[src/rtl/seg_scan_scheduler.sv]
// Four-digit 7-segment scan scheduler: blank/show sequencing per digit, per-frame
// input snapshot, leading-zero suppression and 16-step brightness PWM on the digit enable.
module seg_scan_scheduler #(
   parameter int DWELL_CYCLES = 25000,
   parameter int BLANK_CYCLES = 1000
) (
   input  logic        clk,
   input  logic        rst_n,
   input  logic [15:0] bcd,
   input  logic        lz_en,
   input  logic [3:0]  brightness,
   output logic [6:0]  seg,
   output logic [3:0]  digit,
   output logic        frame_start
);

   localparam int MAXC = (DWELL_CYCLES > BLANK_CYCLES) ? DWELL_CYCLES : BLANK_CYCLES;
   localparam int CW   = $clog2(MAXC);
   localparam int TW   = CW + 5;
   localparam logic [CW-1:0] DWELL_LAST = CW'(DWELL_CYCLES - 1);
   localparam logic [CW-1:0] BLANK_LAST = CW'(BLANK_CYCLES - 1);
   localparam logic [TW-1:0] PWM_STEP   = TW'(DWELL_CYCLES / 16);

   typedef enum logic {BLANK, SHOW} state_t;

   state_t        state;
   logic [1:0]    idx;
   logic [CW-1:0] cnt;
   logic [15:0]   bcd_s;
   logic [3:0]    bright_s;
   logic          lz_s;

   logic [3:0]    nib;
   logic [3:0]    nz;
   logic          supp;
   logic [TW-1:0] thr;

   function automatic logic [6:0] decode(input logic [3:0] n);
      case (n)
         4'd0:    decode = 7'h3F;
         4'd1:    decode = 7'h06;
         4'd2:    decode = 7'h5B;
         4'd3:    decode = 7'h4F;
         4'd4:    decode = 7'h66;
         4'd5:    decode = 7'h6D;
         4'd6:    decode = 7'h7D;
         4'd7:    decode = 7'h07;
         4'd8:    decode = 7'h7F;
         4'd9:    decode = 7'h6F;
         default: decode = 7'h40;
      endcase
   endfunction

   always_comb begin
      nib = bcd_s[{idx, 2'b00} +: 4];
      for (int i = 0; i < 4; i++) nz[i] = (bcd_s[4*i +: 4] != 4'd0);
      // A digit is blanked only when it and every more significant digit are zero.
      supp = 1'b0;
      case (idx)
         2'd1:    supp = lz_s && !(nz[1] || nz[2] || nz[3]);
         2'd2:    supp = lz_s && !(nz[2] || nz[3]);
         2'd3:    supp = lz_s && !nz[3];
         default: supp = 1'b0;
      endcase
      thr = TW'({1'b0, bright_s} + 5'd1) * PWM_STEP;
   end

   // Outputs are registered for the cycle being entered; the snapshot is taken on the
   // same edge that enters the first blank cycle of digit 0, before any SHOW uses it.
   always_ff @(posedge clk or negedge rst_n) begin
      if (!rst_n) begin
         state       <= BLANK;
         idx         <= 2'd0;
         cnt         <= '0;
         bcd_s       <= 16'h0000;
         bright_s    <= 4'd0;
         lz_s        <= 1'b0;
         seg         <= 7'h00;
         digit       <= 4'h0;
         frame_start <= 1'b0;
      end else begin
         case (state)
            BLANK: begin
               seg         <= 7'h00;
               digit       <= 4'h0;
               frame_start <= (idx == 2'd0) && (cnt == '0);
               if ((idx == 2'd0) && (cnt == '0)) begin
                  bcd_s    <= bcd;
                  bright_s <= brightness;
                  lz_s     <= lz_en;
               end
               if (cnt == BLANK_LAST) begin
                  state <= SHOW;
                  cnt   <= '0;
               end else begin
                  cnt <= cnt + 1'b1;
               end
            end
            SHOW: begin
               frame_start <= 1'b0;
               seg         <= supp ? 7'h00 : decode(nib);
               digit       <= (!supp && (TW'(cnt) < thr)) ? (4'b0001 << idx) : 4'h0;
               if (cnt == DWELL_LAST) begin
                  state <= BLANK;
                  cnt   <= '0;
                  idx   <= idx + 2'd1;
               end else begin
                  cnt <= cnt + 1'b1;
               end
            end
            default: state <= BLANK;
         endcase
      end
   end

endmodule

[config.mk]
export PLATFORM = sky130hd
export DESIGN_NAME = seg_scan_scheduler
export DESIGN_NICKNAME = d
export VERILOG_FILES = /design/src/rtl/seg_scan_scheduler.sv
export SDC_FILE = /design/constraint.sdc
export NUM_CORES = 1
export LEC_CHECK = 0
export CAP_MARGIN = 20
export CELL_PAD_IN_SITES_DETAIL_PLACEMENT = 0
export CELL_PAD_IN_SITES_GLOBAL_PLACEMENT = 2
export CORE_ASPECT_RATIO = 1.4
export CORE_MARGIN = 2
export CORE_UTILIZATION = 34
export DETAILED_ROUTE_END_ITERATION = 8
export PLACE_DENSITY = 0.76
export SYNTH_ARGS = -nofsm -noshare
export SYNTH_HDL_FRONTEND = slang
export SYNTH_SLANG_ARGS = --single-unit
[constraint.sdc]
create_clock -name clk -period 3.8 [get_ports clk]
set_clock_uncertainty 0.1 [all_clocks]
set_input_delay 0.57 -clock clk [delete_from_list [all_inputs] [get_ports clk]]
set_output_delay 0.57 -clock clk [all_outputs]
set_load 0.02 [all_outputs]
# After elaboration in Yosys (flattened, before gate mapping)
# Memories as Yosys holds them, arrays and structs flattened.
# Cells that the tools add are included.
totals:
  out_inout_bits: 12
  romBits: 112
  wordCells: 54
  in_bits: 23
  reg_bits: 51
  mem_count: 1
memory_table:
  columns: ["memory", "words", "width", "rd", "rd_clocked_by_memory_dff", "write_ports", "line_no", "source"]
  rows:
  - ["(name not given)", 16, 7, 1, 0, 0, "39", "case (n)"]
op_classes:
  n_lt_le_gt_ge: 1
  muxes: 12
  n_reduce_logical: 19
  shift: 2
  eq_ne: 5
  bitwise_logic: 1
  n_mul: 1
  add_sub_neg: 3
ops:
  columns: ["op", "n"]
  rows:
  - ["$mux W15", 2]
  - ["$pmux W15 S2", 1]
  - ["$lt A15 B16 Y1", 1]
  - ["$shiftx A16 B5 Y4", 1]
  - ["$add A15 B1 Y15 const B", 1]
  - ["$eq A15 B10 Y1 const B", 1]
  - ["$eq A15 B15 Y1 const B", 1]
  - ["$logic_not A15 Y1", 1]
  - ["$mul A5 B10 Y15 const B", 1]
  - ["$pmux W7 S2", 1]
  - ["$reduce_bool A4 Y1", 3]
  - ["$pmux W4 S2", 1]
  - ["$mux W7", 1]
  - ["$add A4 B1 Y5 const B", 1]
  - ["$logic_and A1 B1 Y1", 5]
  - ["$eq A2 B2 Y1 const B", 2]
  - ["$logic_not A1 Y1", 4]
  - ["$mux W4", 1]
  - ["$pmux W1 S2", 2]
  - ["$reduce_and A2 Y1", 2]
  - ["$shl A1 B2 Y4 const A", 1]
  - ["$logic_or A1 B1 Y1", 3]
  - ["$pmux W1 S3", 1]
  - ["$add A2 B1 Y2 const B", 1]
  - ["4 further kinds", 5]

# Longest topological paths before layout
depth:
  ltp_word: 10
  mapped_depth: 19
  ltp_nobuf: 19

# Worst setup path before layout
# OpenSTA, ideal clock, no wires.
synth_path:
  path_type: "register to register"
  from: "reg bright_s[0]"
  to: "reg digit[0]"
  period_less_slack_ns: 4.117
  arrival_time_ns: 3.951
  stages_incl_launch_ff: 17
  setup_time_ns: 0.066
  path_slack_ns: -0.317
  required_time_ns: 3.634
  path_buffers: 0
  cell_sequence: "dfrtp_1 -> ha_1 -> and3_1 -> ha_1 -> ha_1 -> ha_1 -> ha_1 -> maj3_1 -> a221oi_1 -> a21oi_1 -> o21ai_0 -> xor2_1 -> ha_1 -> a211oi_1 -> nand3_1 -> o22ai_1 -> and2_1"
synth_via:
  elab_chain_len: 6
synth_rtl:
  columns: ["element", "line_no", "source"]
  rows:
  - ["start: declaration", "30", "logic [3:0] bright_s;"]
  - ["start signal: assignment", "89", "bright_s <= brightness;"]
  - ["$add A4 B1 Y5", "65", "thr = TW'({1'b0, bright_s} + 5'd1) * PWM_STEP;"]
  - ["$mul A5 B10 Y15", "65", null]
  - ["$lt A15 B16 Y1", "102", "digit <= (!supp && (TW'(cnt) < thr)) ? (4'b0001 << idx) : 4'h0;"]
  - ["$logic_and A1 B1 Y1", "102", null]
  - ["$mux W4", "102", null]
  - ["$pmux W4 S2", "82", "case (state)"]
  - ["end signal: assignment", "102", null]
  - ["end: declaration", "13", "output logic [3:0] digit,"]
# No other way between the ends.
# A chain may end at the register's enable or synchronous reset.

# Worst setup path after layout
# Ends and elaborated chain as after synthesis.

==> results by group <==
Outcome
  • Status: finished with violations
  • Failing checks: negative setup slack

Pwr
  • Tot Pwr: ~1500 uW
  • Clock network fraction of total power: 32.0%
  • Maximum VDD drop: 0.151 mV
  • Internal Pwr Total: roughly 1100 uW
  • Leakage: 0.00201 uW
  • Part of the power in registers: 38.2%
  • NetSw: around 400 uW
  • Sw Share: 27.6%
  • PD cells: 320 nW/um2
  • Comb power frac: 29.8%

Setup path
  • Crit end category: flop
  • Reg2Reg Setup Slack: -0.13 ns
  • Crit path to: digit[0]
  • Critical Path RT: 3.88 ns
  • Critical Path Fanout Max: 4
  • Critical path class: reg2reg
  • Critical path launch point: bright_s[0]
  • Worst r2r src: bright_s[0]
  • CP startpoint kind: flop
  • R2R Path End: digit[0]
  • Critical path arrival: ~4.0 ns
  • Reg2reg path depth: 19

Yosys
  • Most frequent cells after synthesis: ha_1, dfrtp_1, nor2_1
  • Post-Synthesis Cell Area: approximately 3400 um2
  • Post-synth EDFFs: 0
  • Distinct cells, synth: 46
  • Register area share after synthesis: a little under two fifths
  • Average size of a mapped cell: ~11 um2
  • Syn nets: 389
  • Post-synthesis register bit count: 51
  • Post-synth top area share: 37.8%
  • Cells after synthesis: ~310
  • Synth area leader: dfrtp_1
  • Count leader, synth: ha_1
  • Async S/R FF share, synth: 100%
  • Ys Warns: 0
  • Main synth FF type: dfrtp_1
  • Area contributors post-synth: dfrtp_1, ha_1, mux2_2

Finish
  • Sequential cell area: 1280 um2
  • Filler cell count in the final layout: around 930
  • N_diodes: 0
  • Area Growth Syn to Fin: 36.9%
  • Net count, final: about 460
  • Final Cell Area: approximately 4600 um2
  • Share of cells above drive strength 1: 30.7%
  • Multi-input gate area: 2300 um2

Global route
  • Initial antenna violation count: 0
  • Total grt overflow: 0
  • Vias in the first global route: roughly 2600
  • Largest net degree at the start of global routing: 35
  • Tot GR Track Use: 15.2%
  • First-pass GRT wire length: 12.5 mm

Timing
  • Max-Slew Margin vs Limit: between 60% and 70%
  • Period utilization: 103%
  • Least-Margin Pin Slew: 0.586 ns
  • Fmax: 254 MHz
  • Max Slew Vio Count: 0
  • # setup viols final: 4
  • Fin. Hold Viols: 0
  • RSZ-0062 raised after global routing: yes
  • Setup TNS: -0.487 ns
  • Worst setup margin: -0.132 ns
  • Crit path time final: between 3 and 4 ns

Floorplanning
  • Die Wd: 88.2 um
  • Site row count: 43
  • Die ar.: 10700 um2
  • I/O Pins: 35
  • Starting Density: 34.4%
  • DIE HEIGHT: 122 um
  • Core Region: 9790 um2

Clocking
  • CTS sink cnt: 51
  • Root Driver: clkbuf_16
  • Post-CTS Hold Buffers: 0
  • H-tree levels: 2
  • Clock Tree Buf Depth: 2
  • CTS Buf Count: 5
  • CTS tree: yes
  • Clock-pin slew on the worst setup and hold paths: 0.07 ns
  • Worst-skew pair later-pin latency: about 0.29 ns

Worst hold path
  • Hold WC Path Type: in2async

Route
  • Vias per inst: 4.94
  • # DRC: 0
  • First DRT Iteration DRCs: 80
  • First-pass iteration count of the detailed router: 4
  • Post-DRT Antenna Nets: 0
  • Vias: roughly 2600
  • Post-DR wirelength/cell: between 10 and 15 um
  • Drt total wl: ~7.8 mm

Placement
  • Placed Area: 4120 um2
  • Port buffer count: 34
  • Routability cong.: 0.777
  • Dpl hpwl: 5.92 mm

Run
  • Max-Cap Viols: 0
## sequential cells by signal, summed over array words and instances, names as in the netlist
register / count
frame_start: 1
idx: 2
bcd_s: 16
seg: 7
cnt: 15
lz_s: 1
digit: 4
bright_s: 4
state: 1
## critical path, stage by stage (launching register included)
cell      delay [ns]
dfrtp_2         0.44
ha_4            0.19
xor2_4          0.25
ha_4            0.25
ha_4            0.22
ha_4            0.27
inv_2           0.03
fa_2            0.34
inv_2           0.05
a21o_1          0.11
a21oi_2         0.07
o211ai_1        0.21
a41oi_2         0.14
xor2_1          0.16
ha_2            0.32
nor2_1          0.04
nor4_2          0.22
buf_4           0.16
o22ai_4         0.08
and2_1          0.17
## power by group through the flow
stage | registers, uW | logic (uW) | clock network, uW
final | 565 | 441 | 473
after global routing | 566 | 495 | 507
after CTS | 564 | 411 | 486
after detailed placement | 575 | 354 | 0
after global placement | 574 | 348 | 0
after floorplan | 571 | 215 | 0
## worst min path at each step
stage	end	cells after the start
floorplan	bcd_s[0]	0
global placement	cnt[0]	1
detailed placement	cnt[0]	1
CTS	idx[1]	1
global route	idx[0]	1
finish	idx[1]	1
## per-stage QoR
| step | worst slack [ns] | std cells | utilization, % | hold WS [ns] |
|---|---|---|---|---|
| 3_3_place_gp | -0.222 | 503 | 42.1 | 0.379 |
| 4_1_cts | -0.119 | 520 | 46.2 | 0.121 |
| 3_5_place_dp | -0.311 | 503 | 42.1 | 0.373 |
| 5_1_grt | -0.326 | 522 | 47.2 | 0.132 |
| 6_report | -0.132 | 522 | 47.2 | 0.108 |
| 2_1_floorplan | -0.0689 | 312 | - | 0.174 |
## cell type report
class | count | area share, %
multi-input cells | 234 | 49.7
flip-flops and latches | 51 | 27.7
repair buffers | 73 | 13.8
well taps | 135 | 3.66
clock buffers | 7 | 3.30
inverters | 21 | 1.71
clock inverters | 1 | 0.163
## cell families after synthesis
| kind of cell | share of synthesized area, % |
|---|---|
| compound gates | 8.38 |
| flops | 37.8 |
| mux | 9.76 |
| simple gates | 13.2 |
| buf+inv | 3.56 |
| fa+ha+maj | 20.5 |
| xor+xnor | 6.75 |
## layer usage
metal / GRT usage (%) / part of all wire [%] / wire length (um)
met5: 0 / 0 / 0
met4: 6.53 / 2.7 / 212
met3: 1.83 / 2.4 / 190
met2: 29.2 / 56 / 4390
met1: 16.0 / 38 / 3000
## layout by cell type, fill, tap and decap left out, drive strengths merged, types with 3 or more instances in the layout
cell           count
and3               5
xor2              11
xnor2             15
nor4               7
and2               7
clkdlybuf4s50     33
mux2              20
inv               21
nor2              22
nand3             14
clkbuf             7
a21oi             15
nand2             12
nand4              3
mux4               4
buf               40
o21ai             10
nor3               5
dfrtp             51
ha                53
## what timing repair did
item	in CTS	in global routing
gates cloned	0	0
setup endpoints to repair	4	4
resized for setup	24	15
setup buffers	9	2
pin swaps	21	21
Note: power is estimated with default switching activity, not from simulation.
